File: config.mk
export PLATFORM = sky130hd
export DESIGN_NAME = pipeline_ctrl
export DESIGN_NICKNAME = d
export VERILOG_FILES = /design/src/rtl/pipe_ctrl_pkg.sv /design/src/rtl/int_sequencer.sv /design/src/rtl/pipeline_ctrl.sv
export SDC_FILE = /design/constraint.sdc
export NUM_CORES = 1
export LEC_CHECK = 0
export ABC_AREA = 1
export BUFFER_PORTS_ARGS = -buffer_cell sky130_fd_sc_hd__buf_4
export CAP_MARGIN = 40
export CORE_UTILIZATION = 47
export CTS_BUF_LIST = sky130_fd_sc_hd__clkbuf_4 sky130_fd_sc_hd__clkbuf_8 sky130_fd_sc_hd__clkbuf_16
export DETAILED_ROUTE_END_ITERATION = 12
export GPL_ROUTABILITY_DRIVEN = 0
export HOLD_SLACK_MARGIN = 0.1
export PLACE_DENSITY = 0.78
export SYNTH_ARGS = -nofsm -noshare
export SYNTH_HDL_FRONTEND = slang
export SYNTH_HIERARCHICAL = 1
export SYNTH_SLANG_ARGS = --single-unit
File: constraint.sdc
create_clock -name clk -period 1.25 [get_ports clk]
set_input_delay 0.125 -clock clk [delete_from_list [all_inputs] [get_ports clk]]
set_output_delay 0.125 -clock clk [all_outputs]
set_load 0.05 [all_outputs]
File: src/rtl/pipe_ctrl_pkg.sv
// Shared types and constants for the pipeline stall/flush/interrupt controller.
package pipe_ctrl_pkg;

  typedef enum logic [2:0] {
    IDLE,
    DRAIN,
    PUSH_PC,
    PUSH_FLAGS,
    VECTOR
  } seq_state_t;

  localparam int REG_ADDR_W = 3;

  localparam logic VEC_INT1 = 1'b0;
  localparam logic VEC_INT2 = 1'b1;

endpackage

File: src/rtl/int_sequencer.sv
// Interrupt capture and entry sequencer: edge detect, pending bits, drain counter,
// push-source latch and the IDLE/DRAIN/PUSH_PC/PUSH_FLAGS/VECTOR state machine.
module int_sequencer
  import pipe_ctrl_pkg::*;
#(
  parameter int INT_DRAIN_CYCLES = 3
) (
  input  logic       clk,
  input  logic       rst_n,
  input  logic       int1,
  input  logic       int2,
  input  logic       branch_taken,
  output logic       busy,
  output logic       push_pc,
  output logic       push_flags,
  output logic       push_src,
  output logic       load_vector,
  output logic       vector_sel,
  output logic [1:0] int_ack
);

  localparam int CNT_W = (INT_DRAIN_CYCLES > 1) ? $clog2(INT_DRAIN_CYCLES) : 1;
  localparam logic [CNT_W-1:0] CNT_LOAD = CNT_W'(INT_DRAIN_CYCLES - 1);

  seq_state_t       state_reg;
  logic [CNT_W-1:0] cnt_reg;
  logic             sel_reg;
  logic             push_src_reg;
  logic [1:0]       int_in;
  logic [1:0]       int_prev_reg;
  logic [1:0]       pending_reg;
  logic [1:0]       pending_next;
  logic [1:0]       edge_det;
  logic [1:0]       served;

  assign int_in = {int2, int1};

  // A fresh edge wins over the clear, so a re-request during VECTOR is not lost.
  generate
    for (genvar gi = 0; gi < 2; gi++) begin : g_int
      assign edge_det[gi]     = int_in[gi] & ~int_prev_reg[gi];
      assign served[gi]       = (state_reg == VECTOR) && (sel_reg == 1'(gi));
      assign pending_next[gi] = (pending_reg[gi] & ~served[gi]) | edge_det[gi];
    end
  endgenerate

  always_ff @(posedge clk) begin
    if (!rst_n) begin
      int_prev_reg <= 2'b00;
      pending_reg  <= 2'b00;
    end else begin
      int_prev_reg <= int_in;
      pending_reg  <= pending_next;
    end
  end

  always_ff @(posedge clk) begin
    if (!rst_n) begin
      state_reg    <= IDLE;
      cnt_reg      <= '0;
      sel_reg      <= VEC_INT1;
      push_src_reg <= 1'b0;
    end else begin
      case (state_reg)
        IDLE: begin
          if (|pending_reg) begin
            sel_reg   <= pending_reg[0] ? VEC_INT1 : VEC_INT2;
            cnt_reg   <= CNT_LOAD;
            state_reg <= DRAIN;
          end
        end
        DRAIN: begin
          if (branch_taken) begin
            push_src_reg <= 1'b1;
          end
          if (cnt_reg == '0) begin
            state_reg <= PUSH_PC;
          end else begin
            cnt_reg <= cnt_reg - 1'b1;
          end
        end
        PUSH_PC:    state_reg <= PUSH_FLAGS;
        PUSH_FLAGS: state_reg <= VECTOR;
        VECTOR: begin
          push_src_reg <= 1'b0;
          state_reg    <= IDLE;
        end
        default:    state_reg <= IDLE;
      endcase
    end
  end

  assign busy        = (state_reg != IDLE);
  assign push_pc     = (state_reg == PUSH_PC);
  assign push_flags  = (state_reg == PUSH_FLAGS);
  assign load_vector = (state_reg == VECTOR);
  assign vector_sel  = load_vector & sel_reg;
  assign push_src    = push_src_reg;
  assign int_ack     = served;

endmodule

File: src/rtl/pipeline_ctrl.sv
// Pipeline stall/flush sequencer: load-use detect plus priority merge of reset,
// interrupt sequence, taken branch and load-use stall onto the pipeline enables.
module pipeline_ctrl
  import pipe_ctrl_pkg::*;
#(
  parameter int INT_DRAIN_CYCLES = 3
) (
  input  logic                  clk,
  input  logic                  rst_n,
  input  logic                  int1,
  input  logic                  int2,
  input  logic                  dec_valid,
  input  logic [REG_ADDR_W-1:0] dec_rs,
  input  logic [REG_ADDR_W-1:0] dec_rd,
  input  logic                  dec_uses_rs,
  input  logic                  dec_uses_rd,
  input  logic                  ex_mem_read,
  input  logic [REG_ADDR_W-1:0] ex_rd,
  input  logic                  ex_branch_taken,
  output logic                  pc_en,
  output logic                  fd_en,
  output logic                  fd_flush,
  output logic                  de_flush,
  output logic                  push_pc,
  output logic                  push_flags,
  output logic                  push_src,
  output logic                  load_vector,
  output logic                  vector_sel,
  output logic [1:0]            int_ack,
  output logic                  int_busy
);

  logic       hazard;
  logic       seq_busy;
  logic       seq_push_pc;
  logic       seq_push_flags;
  logic       seq_push_src;
  logic       seq_load_vector;
  logic       seq_vector_sel;
  logic [1:0] seq_int_ack;

  int_sequencer #(
    .INT_DRAIN_CYCLES(INT_DRAIN_CYCLES)
  ) u_seq (
    .clk         (clk),
    .rst_n       (rst_n),
    .int1        (int1),
    .int2        (int2),
    .branch_taken(ex_branch_taken),
    .busy        (seq_busy),
    .push_pc     (seq_push_pc),
    .push_flags  (seq_push_flags),
    .push_src    (seq_push_src),
    .load_vector (seq_load_vector),
    .vector_sel  (seq_vector_sel),
    .int_ack     (seq_int_ack)
  );

  assign hazard = ex_mem_read & dec_valid &
                  ((dec_uses_rs & (dec_rs == ex_rd)) | (dec_uses_rd & (dec_rd == ex_rd)));

  // Sequencer state may still be mid-sequence in the cycle reset is asserted.
  assign int_busy    = rst_n & seq_busy;
  assign push_pc     = rst_n & seq_push_pc;
  assign push_flags  = rst_n & seq_push_flags;
  assign push_src    = rst_n & seq_push_src;
  assign load_vector = rst_n & seq_load_vector;
  assign vector_sel  = rst_n & seq_vector_sel;
  assign int_ack     = rst_n ? seq_int_ack : 2'b00;

  always_comb begin
    pc_en    = 1'b1;
    fd_en    = 1'b1;
    fd_flush = 1'b0;
    de_flush = 1'b0;
    if (!rst_n) begin
      pc_en    = 1'b0;
      fd_en    = 1'b0;
      fd_flush = 1'b1;
      de_flush = 1'b1;
    end else if (seq_busy) begin
      // Front end is held and bubbled for the whole sequence; only VECTOR moves the PC.
      pc_en    = seq_load_vector;
      fd_flush = 1'b1;
      de_flush = 1'b1;
    end else if (ex_branch_taken) begin
      fd_flush = 1'b1;
      de_flush = 1'b1;
    end else if (hazard) begin
      pc_en    = 1'b0;
      fd_en    = 1'b0;
      de_flush = 1'b1;
    end
  end

endmodule

==> results of run 1 <==
==> worst register-to-register path, delay by kind of cell, from the launching register on <==
kind | cells | cell delay [ns]
buf+inv | 2 | 0.19
simple gates | 6 | 0.47
flops | 1 | 0.38
==> worst paths after layout <==
check | endpoint | depth (start not counted) | slack [ns] | startpoint
worst max-delay path | fd_en | 7 | -0.29 | u_seq/state_reg[2]
worst min-delay path | u_seq/push_src | 3 | 0.13 | ex_branch_taken
worst max register to register | u_seq/cnt_reg[1] | 8 | 0.10 | u_seq/state_reg[0]
worst min register to register | u_seq/pending_reg[1] | 1 | 0.43 | u_seq/int_prev_reg[1]
==> per-layer routing <==
metal	up-vias	part of all wire, %	GRT usage [%]	wire length (µm)
met2	37	53	42.15	1105
li1	465	-	-	-
met5	-	0	0	0
met4	0	0.52	3.750	11
met3	2	5.8	7.759	122
met1	386	41	25.87	863
==> final cells by class <==
cell class | instances | area, µm² | share of cell area, %
well taps | 16 | 20.02 | 1.608
flip-flops and latches | 11 | 229.0 | 18.39
inverters | 33 | 136.4 | 10.95
clock buffers | 4 | 30.03 | 2.412
multi-input cells | 85 | 464.2 | 37.29
repair buffers | 39 | 365.4 | 29.35
==> power groups by stage <==
stage	logic, mW	registers [mW]	clock network [mW]
floorplan	0.505	0.449	0
global placement	0.691	0.452	0
detailed placement	0.710	0.456	0
CTS	0.802	0.456	0.284
global route	0.924	0.473	0.297
finish	0.852	0.467	0.272
==> cell usage after synthesis <==
cell type  number  area share (%)
nor2_2          3             2.5
nand3_1         3             2.0
nand2_2         2             1.6
nand4_1         1            0.82
inv_1          29              14
a21boi_0        1            0.99
inv_2           4             2.0
dfxtp_1        11              29
nor4_1          1            0.82
nor2_1         16             7.9
o21ai_1         2             1.3
nor2_4          2             3.0
ha_1            1             1.6
clkbuf_1        1            0.49
nand3_2         3             4.0
o22ai_1         2             1.6
nand2_1        44              22
clkbuf_2        1            0.66
buf_4           1            0.99
nor3_1          2             1.3
a21oi_1         2             1.3
==> repair_timing <==
item,CTS,global route
cloned,0,0
hold buffers,2,0
setup endpoints to repair,11,12
pin swaps,0,7
setup buffers,2,1
endpoints found under the hold margin,2,0
resized for setup,21,18
==> logic make-up (layout without fill, tap and decap cells) <==
family                     Yosys count  after routing
adders and majority gates            1              1
AOI/OAI and AO/OA                    7              7
DFF                                 11             11
and+or+nand+nor                     77             77
buffers and inverters               36             76
==> metrics by stage <==
step | setup TNS (ns) | hold WS, ns | std cells | instance area (µm²) | total power [mW]
detailed placement | 0 | 0.3279 | 179 | 1040 | 1.166
floorplan | 0 | 0.2364 | 132 | 780.7 | 0.9548
CTS | -1.632 | 0.1226 | 187 | 1186 | 1.543
global route | -2.487 | 0.1477 | 188 | 1245 | 1.694
finish | -1.890 | 0.1339 | 188 | 1245 | 1.592
global placement | 0 | 0.3271 | 179 | 1040 | 1.142
==> impl_metrics.csv, run 1 <==
group,metric,value,unit
cells_and_area,layout_common_cells,"42 x nand2_1, 25 x buf_4, 23 x inv_1",
setup_path,critPathBufInv,2,
drt,drt-total-wl,2.103,mm
setup_path,required,1.12,ns
synthesis,synth_top_family_by_area,"simple AND/OR/NAND/NOR gates",
clocking,cts_tree,"built",
run_status,status,"complete, but fails checks",
power,p_int,0.9146,mW
timing,relSlewSlack,82.97,%
timing,fin_ws,-0.2896,ns
cells_and_area,n_fill_cell,99,
synthesis,synthSimpleGateAreaFrac,45.63,%
drt,dr.pass1.iters,6,
global_route,grt_use_total,22.99,%
timing,setup_violations,11,
setup_path,crit_slowest_cell,"dfxtp_4",
die,die_h,42.20,µm
clocking,h-tree-depth,1,
die,initial_core_util,50.42,%
timing,fin_crit_sh,123.2,%
die,core_area,1506,µm²
clocking,root_buffer,"clkbuf_4",
clocking,cts_buffers,3,
synthesis,yosysWarnings,6,
placed_design,dpl.hpwl,1.338,mm
cells_and_area,area_delta_synth_final,63.92,%
setup_path,cpPeakStageDelay,0.37,ns
drt,ant_nets,0,
timing,finalHoldViolations,0,
cells_and_area,largest_reg_flops,3,
placed_design,dp_slack,0.007933,ns
power,power_leakage,0.6965,nW
timing,grt_setup_unrepaired,"true",
drt,drcViolationCount,0,
drt,vias,890,
drt,wl_per_cell,11.19,µm
global_route,grt_pass1_vias,806,
setup_path,start_kind,"flop",
synthesis,synthDistinctLibCells,21,
cells_and_area,utilization,82.64,%
run,cap_viol_max_count,0,
synthesis,syn_avg_cell_area,5.754,µm²
power,combPwrFrac,53.6,%
setup_path,endpoint_kind,"primary output",
global_route,antenna_found_initial,0,
setup_path,critical_path_class,"reg -> out",
clocking,cts_sinks,11,
timing,worstMarginPinSlew,0.2545,ns
synthesis,yosys.area_share.adder,1.647,%
hold_path,hold_class,"in -> reg",
clocking,clockBufferDepth,2,
power,seq_power_share,29.3,%
synthesis,synth_compound_area_share,5.272,%
power,switching_share,42.53,%
placed_design,portBuffers,29,
global_route,grt_first_pass_wirelength,3.194,mm
synthesis,synth_nets,151,
drt,drt_iter0_markers,20,
power,ir_worst_vdd,1255,µV
setup_path,cp_top_family,"simple AND/OR/NAND/NOR gates",
synthesis,synth_xor_area_share,0,%
timing,fmax,649.5,MHz
cells_and_area,layout_commonest_cell,"nand2_1",
synthesis,synth.area.mux_share,0,%
timing,fin_skew,0.008909,ns
setup_path,worstPathMaxFanout,3,
cells_and_area,drive_gt1_share,42.44,%
run_status,violations,"setup timing",
power,p_switching,0.6769,mW
power,power_density,1278,nW/µm²
die,die_x,42.20,µm
die,dieArea,1781,µm²
cells_and_area,final_nets,192,
synthesis,synth_cells,132,
timing,drv_slew,0,
setup_path,cp_cell_sequence,"nor2_4 > nand2_4 > nor2_4 > nand3_2 > nand2_4 > clkinvlp_4 > buf_8",
drt,viasPerCell,4.734,
synthesis,synth_area,759.5,µm²
global_route,grt_start_max_net_pins,20,
die,pin_count,30,
cells_and_area,n_antenna_cell,0,
setup_path,worstPathArrival,1.41,ns
global_route,grt_overflow,0,
synthesis,synth-seq-area-share,29.00,%
die,num_rows,14,
synthesis,synth_seq_cells,11,
clocking,clkTransAtPathRegs,0.08,ns
clocking,clk_latency,0.28,ns
power,p_clk_share,17.1,%
timing,period_minus_slack,1.540,ns
(Power assumes the default switching activity.)
==> run 2, diff against run 1 <==
Settings changed: ABC_AREA 1 to unset, CORE_UTILIZATION 47 to 44, PLACE_DENSITY 0.78 to 0.76.
==> impl_metrics.csv, run 2 <==
group,metric,value,unit
power,power_leakage,0.5655,nW
drt,viasPerCell,5.658,
placed_design,dp_slack,-0.1596,ns
timing,relSlewSlack,75.85,%
setup_path,critical_path_class,"reg -> out",
timing,setup_violations,15,
synthesis,synth_seq_cells,11,
cells_and_area,largest_reg_flops,3,
cells_and_area,layout.cells.non_filler,146,
cells_and_area,layout_commonest_cell,"buf_4",
drt,vias,826,
placed_design,dpl.hpwl,1.333,mm
placed_design,portBuffers,29,
timing,fin_crit_sh,131.2,%
power,power.total,1.596,mW
synthesis,synth-seq-area-share,33.46,%
drt,drt_iter0_markers,26,
synthesis,synth_nets,101,
die,core_area,1350,µm²
cells_and_area,multi_input_area,505.5,µm²
die,num_rows,13,
cells_and_area,ff_latch_area,231.5,µm²
run_status,violations,"setup timing",
synthesis,syn_avg_cell_area,8.026,µm²
synthesis,synth.most_common_cell,"dfxtp_1",
clocking,clockBufferDepth,2,
cells_and_area,final_nets,151,
setup_path,start_kind,"flop",
synthesis,synth_edf_count,0,
synthesis,synthTopCellsByCount,"11 x dfxtp_1, 10 x and2_1, 7 x inv_1, 7 x nor2_1, 6 x xnor2_1",
die,dieArea,1654,µm²
synthesis,synthDistinctLibCells,29,
drt,dr.pass1.iters,4,
die,initial_core_util,48.75,%
die,pin_count,30,
clocking,clkTransAtPathRegs,0.07,ns
synthesis,synthArstFlopShare,0,%
setup_path,worstPathArrival,1.52,ns
global_route,antenna_found_initial,0,
global_route,grt_use_total,29.24,%
hold_path,hold_class,"in -> reg",
synthesis,synth_cells,82,
drt,drt-total-wl,2.649,mm
synthesis,synth_flop_cell,"dfxtp_1",
cells_and_area,area_delta_synth_final,91.45,%
drt,drcViolationCount,0,
clocking,root_buffer,"clkbuf_4",
die,die_x,40.68,µm
synthesis,yosysWarnings,6,
timing,worstMarginPinSlew,0.3576,ns
global_route,grt_pass1_vias,741,
synthesis,yosysTopAreaCellShare,33.46,%
drt,ant_nets,0,
timing,fin_skew,0.004937,ns
cells_and_area,n_fill_cell,50,
power,power_density,1267,nW/µm²
timing,finalHoldViolations,0,
setup_path,endpoint_kind,"primary output",
timing,grt_setup_unrepaired,"true",
clocking,cts_tree,"built",
synthesis,synth_top_area_cell,"dfxtp_1",
cells_and_area,drive_gt1_share,62.60,%
cells_and_area,layout_common_cells,"32 x buf_4, 10 x buf_6, 6 x xnor2_1, 6 x dfxtp_1",
global_route,grt_overflow,0,
clocking,h-tree-depth,1,
global_route,grt_start_max_net_pins,19,
die,die_h,40.68,µm
setup_path,worstPathMaxFanout,4,
global_route,grt_first_pass_wirelength,3.029,mm
cells_and_area,n_antenna_cell,0,
clocking,cts_buffers,3,
setup_path,required,1.12,ns
timing,timing.hold.ws,0.2035,ns
run,cap_viol_max_count,0,
timing,fmax,609.7,MHz
synthesis,synth_area_leaders,"dfxtp_1 33%, and2_1 9.5%, xnor2_1 8.0%",
timing,drv_slew,0,
clocking,cts_sinks,11,
run_status,status,"complete, but fails checks",
timing,fin_ws,-0.3902,ns
synthesis,synth_area,658.1,µm²
power,ir_worst_vdd,938.6,µV
timing,period_minus_slack,1.640,ns
clocking,clk_latency,0.27,ns
drt,wl_per_cell,18.14,µm
placed_design,dp_cells,133,
## run 2: worst max-delay path, stage by stage, from the launching register on
cell,delay (ns)
dfxtp_4,0.37
or3b_4,0.41
inv_2,0.08
o21ai_2,0.07
a21oi_4,0.14
buf_6,0.17
## run 2: final cells by class
type	instances	share of cell area, %
Clock buffer	4	2.383
Inverter	7	2.085
Multi-Input combinational cell	60	40.12
Sequential cell	11	18.37
Tap cell	15	1.490
Timing Repair Buffer	49	35.55
## run 2: path summary, 6_finish.rpt
check / startpoint / end / slack [ns] / cells after the start
max: u_seq/state_reg[0] / pc_en / -0.39 / 5
min reg2reg: u_seq/cnt_reg[0] / u_seq/cnt_reg[0] / 0.48 / 2
max reg2reg: u_seq/cnt_reg[0] / u_seq/state_reg[0] / -0.07 / 7
min: rst_n / u_seq/cnt_reg[1] / 0.20 / 2
## run 2: metrics by stage
stage                     setup TNS, ns  utilization [%]  instance area [µm²]
after floorplan                 -0.4460                -                729.5
after global placement          -0.4950            75.72                 1022
after detailed placement        -0.7807            75.72                 1022
after CTS                        -3.269            90.08                 1216
after global routing             -4.024            93.33                 1260
final                            -3.512            93.33                 1260
## run 2: logic make-up after synthesis
group	synth area share [%]
buffers and inverters	7.035
flip-flops	33.46
multiplexers	1.521
adder cells (fa/ha/maj)	1.901
AO/OA/AOI/OAI	16.92
XOR/XNOR	7.985
AND/OR/NAND/NOR	31.18
## run 2: what timing repair did
item / in CTS / in global routing
setup buffers: 6 / 5
pin swaps: 3 / 4
hold buffers: 2 / 0
gates resized for setup: 28 / 11
endpoints found under the hold margin: 2 / 0
endpoints found under the setup margin: 13 / 16
## run 2: where the power goes
group / total [mW] / internal, mW / switching [mW]
clock: 0.266 / 0.145 / 0.121
sequential: 0.450 / 0.402 / 0.0474
combinational: 0.880 / 0.436 / 0.444
total: 1.60 / 0.984 / 0.612
## run 2: routing by layer
layer	up-vias	track usage, %	part of all wire [%]
met4	0	24.17	2.0
li1	381	-	-
met1	400	25.75	35
met2	39	55.95	56
met5	-	0	0
met3	6	5.435	6.2
